--- config.mk ---
export PLATFORM = sky130hd
export DESIGN_NAME = fifo_uart_tx
export DESIGN_NICKNAME = d
export VERILOG_FILES = /design/src/rtl/fifo_uart_tx.sv
export SDC_FILE = /design/constraint.sdc
export NUM_CORES = 1
export LEC_CHECK = 0
export CAP_MARGIN = 30
export CORE_ASPECT_RATIO = 0.5
export CORE_UTILIZATION = 42
export CTS_CLUSTER_DIAMETER = 80
export DETAILED_ROUTE_END_ITERATION = 8
export GPL_TIMING_DRIVEN = 1
export PLACE_DENSITY = 0.65
export SYNTH_ARGS = -nofsm -noshare
export SYNTH_HDL_FRONTEND = slang
export SYNTH_SLANG_ARGS = --single-unit
--- constraint.sdc ---
create_clock -name clk -period 3.5 [get_ports clk]
set_clock_uncertainty 0.1 [all_clocks]
set_input_delay 1.05 -clock clk [delete_from_list [all_inputs] [get_ports clk]]
set_output_delay 1.05 -clock clk [all_outputs]
set_load 0.02 [all_outputs]
--- src/rtl/fifo_uart_tx.sv ---
`default_nettype none
// =============================================================================
// fifo_uart_tx : pops words from a show-ahead FIFO, sends them LSB-first as
// UART frames (start, data, [parity], stop). Macro FIFO_UART_TX_PARITY_EN
// inserts an even-parity bit after the data bits.
// Revision: 1.0
// =============================================================================
module fifo_uart_tx #(
  parameter int DATA_WIDTH   = 8,
  parameter int CLKS_PER_BIT = 16
) (
  input  logic                  clk,
  input  logic                  rst_n,
  input  logic                  fifo_empty,
  input  logic [DATA_WIDTH-1:0] fifo_rd_data,
  output logic                  fifo_rd_en,
  output logic                  tx,
  output logic                  busy,
  output logic                  tx_done
);

  localparam int CNT_W = (CLKS_PER_BIT > 1) ? $clog2(CLKS_PER_BIT) : 1;
  localparam int IDX_W = (DATA_WIDTH > 1) ? $clog2(DATA_WIDTH) : 1;
  localparam logic [CNT_W-1:0] CNT_LAST = CNT_W'(CLKS_PER_BIT - 1);
  localparam logic [CNT_W-1:0] CNT_PRE  = CNT_W'(CLKS_PER_BIT - 2);
  localparam logic [IDX_W-1:0] IDX_LAST = IDX_W'(DATA_WIDTH - 1);

  if (DATA_WIDTH < 1) begin : g_bad_data_width
    $fatal(1, "fifo_uart_tx: DATA_WIDTH must be >= 1");
  end
  if (CLKS_PER_BIT < 2) begin : g_bad_clks_per_bit
    $fatal(1, "fifo_uart_tx: CLKS_PER_BIT must be >= 2");
  end

  typedef enum logic [2:0] {
    S_IDLE   = 3'd0,
    S_START  = 3'd1,
    S_DATA   = 3'd2,
`ifdef FIFO_UART_TX_PARITY_EN
    S_PARITY = 3'd3,
`endif
    S_STOP   = 3'd4
  } state_t;

  state_t                state;
  logic [CNT_W-1:0]      clk_cnt;
  logic [IDX_W-1:0]      bit_idx;
  logic [DATA_WIDTH-1:0] shreg;
  logic [DATA_WIDTH-1:0] shifted;
  logic                  run_en;
  logic                  bit_last;
  logic                  pop;
`ifdef FIFO_UART_TX_PARITY_EN
  logic                  parity;
`endif

  assign bit_last = (clk_cnt == CNT_LAST);
  assign shifted  = shreg >> 1;

  // run_en holds off the first pop until a clock edge has been seen out of reset,
  // so the strobe never depends combinationally on rst_n.
  assign pop = run_en && !fifo_empty &&
               ((state == S_IDLE) || ((state == S_STOP) && bit_last));
  assign fifo_rd_en = pop;

  always_ff @(posedge clk or negedge rst_n) begin
    if (!rst_n) begin
      state   <= S_IDLE;
      tx      <= 1'b1;
      busy    <= 1'b0;
      tx_done <= 1'b0;
      clk_cnt <= '0;
      bit_idx <= '0;
      shreg   <= '0;
      run_en  <= 1'b0;
`ifdef FIFO_UART_TX_PARITY_EN
      parity  <= 1'b0;
`endif
    end else begin
      run_en  <= 1'b1;
      tx_done <= 1'b0;
      if (pop) begin
        shreg   <= fifo_rd_data;
`ifdef FIFO_UART_TX_PARITY_EN
        parity  <= ^fifo_rd_data;
`endif
        state   <= S_START;
        tx      <= 1'b0;
        busy    <= 1'b1;
        clk_cnt <= '0;
        bit_idx <= '0;
      end else begin
        case (state)
          S_IDLE: begin
            tx   <= 1'b1;
            busy <= 1'b0;
          end
          S_START: begin
            if (bit_last) begin
              state   <= S_DATA;
              clk_cnt <= '0;
              tx      <= shreg[0];
            end else begin
              clk_cnt <= clk_cnt + CNT_W'(1);
            end
          end
          S_DATA: begin
            if (bit_last) begin
              clk_cnt <= '0;
              if (bit_idx == IDX_LAST) begin
                bit_idx <= '0;
`ifdef FIFO_UART_TX_PARITY_EN
                state   <= S_PARITY;
                tx      <= parity;
`else
                state   <= S_STOP;
                tx      <= 1'b1;
`endif
              end else begin
                bit_idx <= bit_idx + IDX_W'(1);
                shreg   <= shifted;
                tx      <= shifted[0];
              end
            end else begin
              clk_cnt <= clk_cnt + CNT_W'(1);
            end
          end
`ifdef FIFO_UART_TX_PARITY_EN
          S_PARITY: begin
            if (bit_last) begin
              state   <= S_STOP;
              clk_cnt <= '0;
              tx      <= 1'b1;
            end else begin
              clk_cnt <= clk_cnt + CNT_W'(1);
            end
          end
`endif
          S_STOP: begin
            if (bit_last) begin
              state   <= S_IDLE;
              clk_cnt <= '0;
              busy    <= 1'b0;
              tx      <= 1'b1;
            end else begin
              clk_cnt <= clk_cnt + CNT_W'(1);
              // Registered pulse lands on the final stop-bit cycle.
              if (clk_cnt == CNT_PRE) begin
                tx_done <= 1'b1;
              end
            end
          end
          default: begin
            state   <= S_IDLE;
            clk_cnt <= '0;
            busy    <= 1'b0;
            tx      <= 1'b1;
          end
        endcase
      end
    end
  end

endmodule
`default_nettype wire
==> flow_summary.json <==
{
  "status": "completed",
  "setup_tns_ns": 0,
  "ys.flop_type": "dfrtp_1",
  "p_leak_nw": 0.6222,
  "drc_errors": 0,
  "ios": 15,
  "place_congestion": 0.8140,
  "r2r_slack_ns": 1.19,
  "synth_edf_count": 0,
  "num_vias": 860,
  "drtPass1Iterations": 4,
  "setup_viol": 0,
  "grt_max_degree": 23,
  "synth_warnings": 0,
  "grt_pass1_wl_mm": 3.760,
  "synth_top_cell_by_area": "dfrtp_1",
  "fp.dieW_um": 77.24,
  "netlist_instances": 110,
  "layout_commonest_cell": "dfrtp_1",
  "h-tree-depth": 1,
  "arrival_ns": 2.30,
  "yosysSeqAreaShare": 0.4642,
  "clk_pin_slew_ns": 0.08,
  "cap_violations": 0,
  "io_buffers": 14,
  "critical-path-top-delay-family": "buffers and inverters",
  "design_area_um2": 1440,
  "die_area_um2": 3060,
  "fin_crit_sh": 0.9853,
  "netlist_area_um2": 1189,
  "fp.dieH_um": 39.62,
  "cts.sinks": 22,
  "start_kind": "input pin",
  "ant_nets": 0,
  "end_kind": "output pin",
  "syn-num-nets": 125,
  "cts_root_buf": "clkbuf_8",
  "crit_type": "in2out",
  "start_util": 0.4511,
  "antenna_found_initial": 0,
  "yosysUniqueCellTypes": 38,
  "viasPerCell": 5.244,
  "syn_to_final_growth_pct": 21.16,
  "clk_latency_ns": 0.26,
  "slew_headroom": 0.6099,
  "coreArea_um2": 2635,
  "nets": 143,
  "hold_class": "reg2reg",
  "dp.cells": 160,
  "cts_buffers": 3,
  "crit_buf_inv": 2,
  "most-common-layout-cells": "21 x dfrtp_1, 13 x clkdlybuf4s50_1, 11 x mux2_1",
  "multi_input_area_um2": 588.1,
  "n_antenna_cell": 0,
  "hpwlAfterDp_mm": 1.633,
  "clockBufferDepth": 2,
  "worstHoldStart": "shreg[2]",
  "ys_ff_latch": 22,
  "hold_viol": 0,
  "drv_slew": 0,
  "cp-startpoint": "fifo_empty",
  "final_util": 0.5465,
  "cp_slowest_cell": "or4b_4",
  "timing.rr.start": "clk_cnt[1]",
  "period_needed_ns": 3.449,
  "async_flop_share": 1.000,
  "detail_route.iter0.violations": 65,
  "layout.cells.non_filler": 164,
  "syn_area_per_cell_um2": 10.81,
  "place_area_um2": 1371,
  "grt_pass1_vias": 812,
  "seqCellArea_um2": 551.8,
  "post-synth-top-area-fraction": 0.4421,
  "synth.area.top_cells": "dfrtp_1 44%, mux2_1 10%, ha_1 4.2%",
  "vdd_drop_max_mv": 0.2581,
  "crit_chain": "clkdlybuf4s50_1 > or4b_4 > a21oi_4 > buf_4",
  "drive_above_1_share": 0.1181,
  "drt_wl_total_mm": 2.158,
  "cp.required_ns": 2.35,
  "worst_pin_slew_ns": 0.5807,
  "wl_per_cell_um": 13.16,
  "final.fill_count": 239,
  "rows": 13,
  "grt_usage": 0.1678,
  "rsz0062_at_grt": "no",
  "max_freq_mhz": 290.0,
  "p_per_area_nw_per_um2": 532.7,
  "cp_slowest_stage_delay_ns": 0.50,
  "cts_tree": "done",
  "grt-ovfl-total": 0,
  "worstPathMaxFanout": 2
}
per-layer routing:
layer / up-vias / track usage / routed length, µm
met5: - / 0 / 0
met2: 8 / 0.3009 / 1023
met3: 0 / 0.04884 / 52
met4: 0 / 0.04245 / 0
li1: 431 / - / -
met1: 421 / 0.2045 / 1083
cells by family (layout without fill, tap and decap cells):
| family | after synthesis | in the layout | share of synthesized area |
|---|---|---|---|
| AND/OR/NAND/NOR | 39 | 39 | 0.1663 |
| flip-flops | 22 | 22 | 0.4642 |
| AO/OA/AOI/OAI | 17 | 17 | 0.1179 |
| multiplexers | 16 | 16 | 0.1495 |
| buffers and inverters | 9 | 26 | 0.04105 |
| adder cells (fa/ha/maj) | 5 | 5 | 0.05053 |
| other | 1 | 1 | 0.003155 |
| XOR/XNOR | 1 | 1 | 0.007370 |
final cells by class:
type	instances	share of cell area
timing repair buffer	18	0.1164
inverter	4	0.01043
clock buffer	3	0.02867
tap	37	0.03215
sequential	22	0.3831
clock inverter	1	0.02085
multi-input combinational	79	0.4083
where the power goes:
| group | internal [mW] | switching [mW] | leakage, nW | total (mW) |
|---|---|---|---|---|
| Clock | 0.153 | 0.0813 | 0.0357 | 0.234 |
| Combinational | 0.0931 | 0.0746 | 0.304 | 0.168 |
| Sequential | 0.320 | 0.0454 | 0.283 | 0.366 |
sequential cells by signal, summed over array words and instances (netlist names):
signal / count
bit_idx: 3
clk_cnt: 4
shreg: 8
busy: 1
state: 3
tx: 1
tx_done: 1
run_en: 1
worst register-to-register path: cells and delay by family (launching register included):
kind            cells  cell delay, ns
compound gates      2            0.56
fa+ha+maj           1            0.23
buf+inv             1            0.22
flops               1            0.43
mux                 1            0.36
simple gates        1            0.30
timing repair:
| item | 4_1_cts | 5_1_grt |
|---|---|---|
| buffers inserted | 0 | 0 |
| setup endpoints to repair | 1 | 1 |
| resized for setup | 4 | 1 |
| hold buffers | 0 | 0 |
per-stage QoR:
step | hold WS [ns] | setup slack [ns] | power [mW]
CTS | 0.3976 | 0.02494 | 0.7773
floorplan | 0.3503 | 0.4616 | 0.4804
detailed placement | 0.3784 | -0.4188 | 0.5415
global route | 0.4072 | 0.02046 | 0.8202
finish | 0.3871 | 0.05145 | 0.7672
global placement | 0.3663 | -0.3860 | 0.5339
worst paths after layout:
check	to	cells past startpoint
min	shreg[2]	1
max	fifo_rd_en	4
min reg2reg	shreg[2]	1
min in group asynchronous	tx_done	2
max in group asynchronous	tx	2
max reg2reg	shreg[2]	6
cell usage after synthesis (2+ instances only):
cell / count
nor2_1: 9
nor3_1: 5
mux2_1: 11
inv_1: 4
buf_2: 3
mux2i_1: 2
mux2_2: 3
ha_1: 4
dfrtp_1: 21
nand2_1: 8
nand2b_1: 3
nor2b_1: 2
nand3_1: 5
a21o_1: 2
nor4_1: 3
o21ai_0: 3
Note: power is estimated with default switching activity, not from simulation.
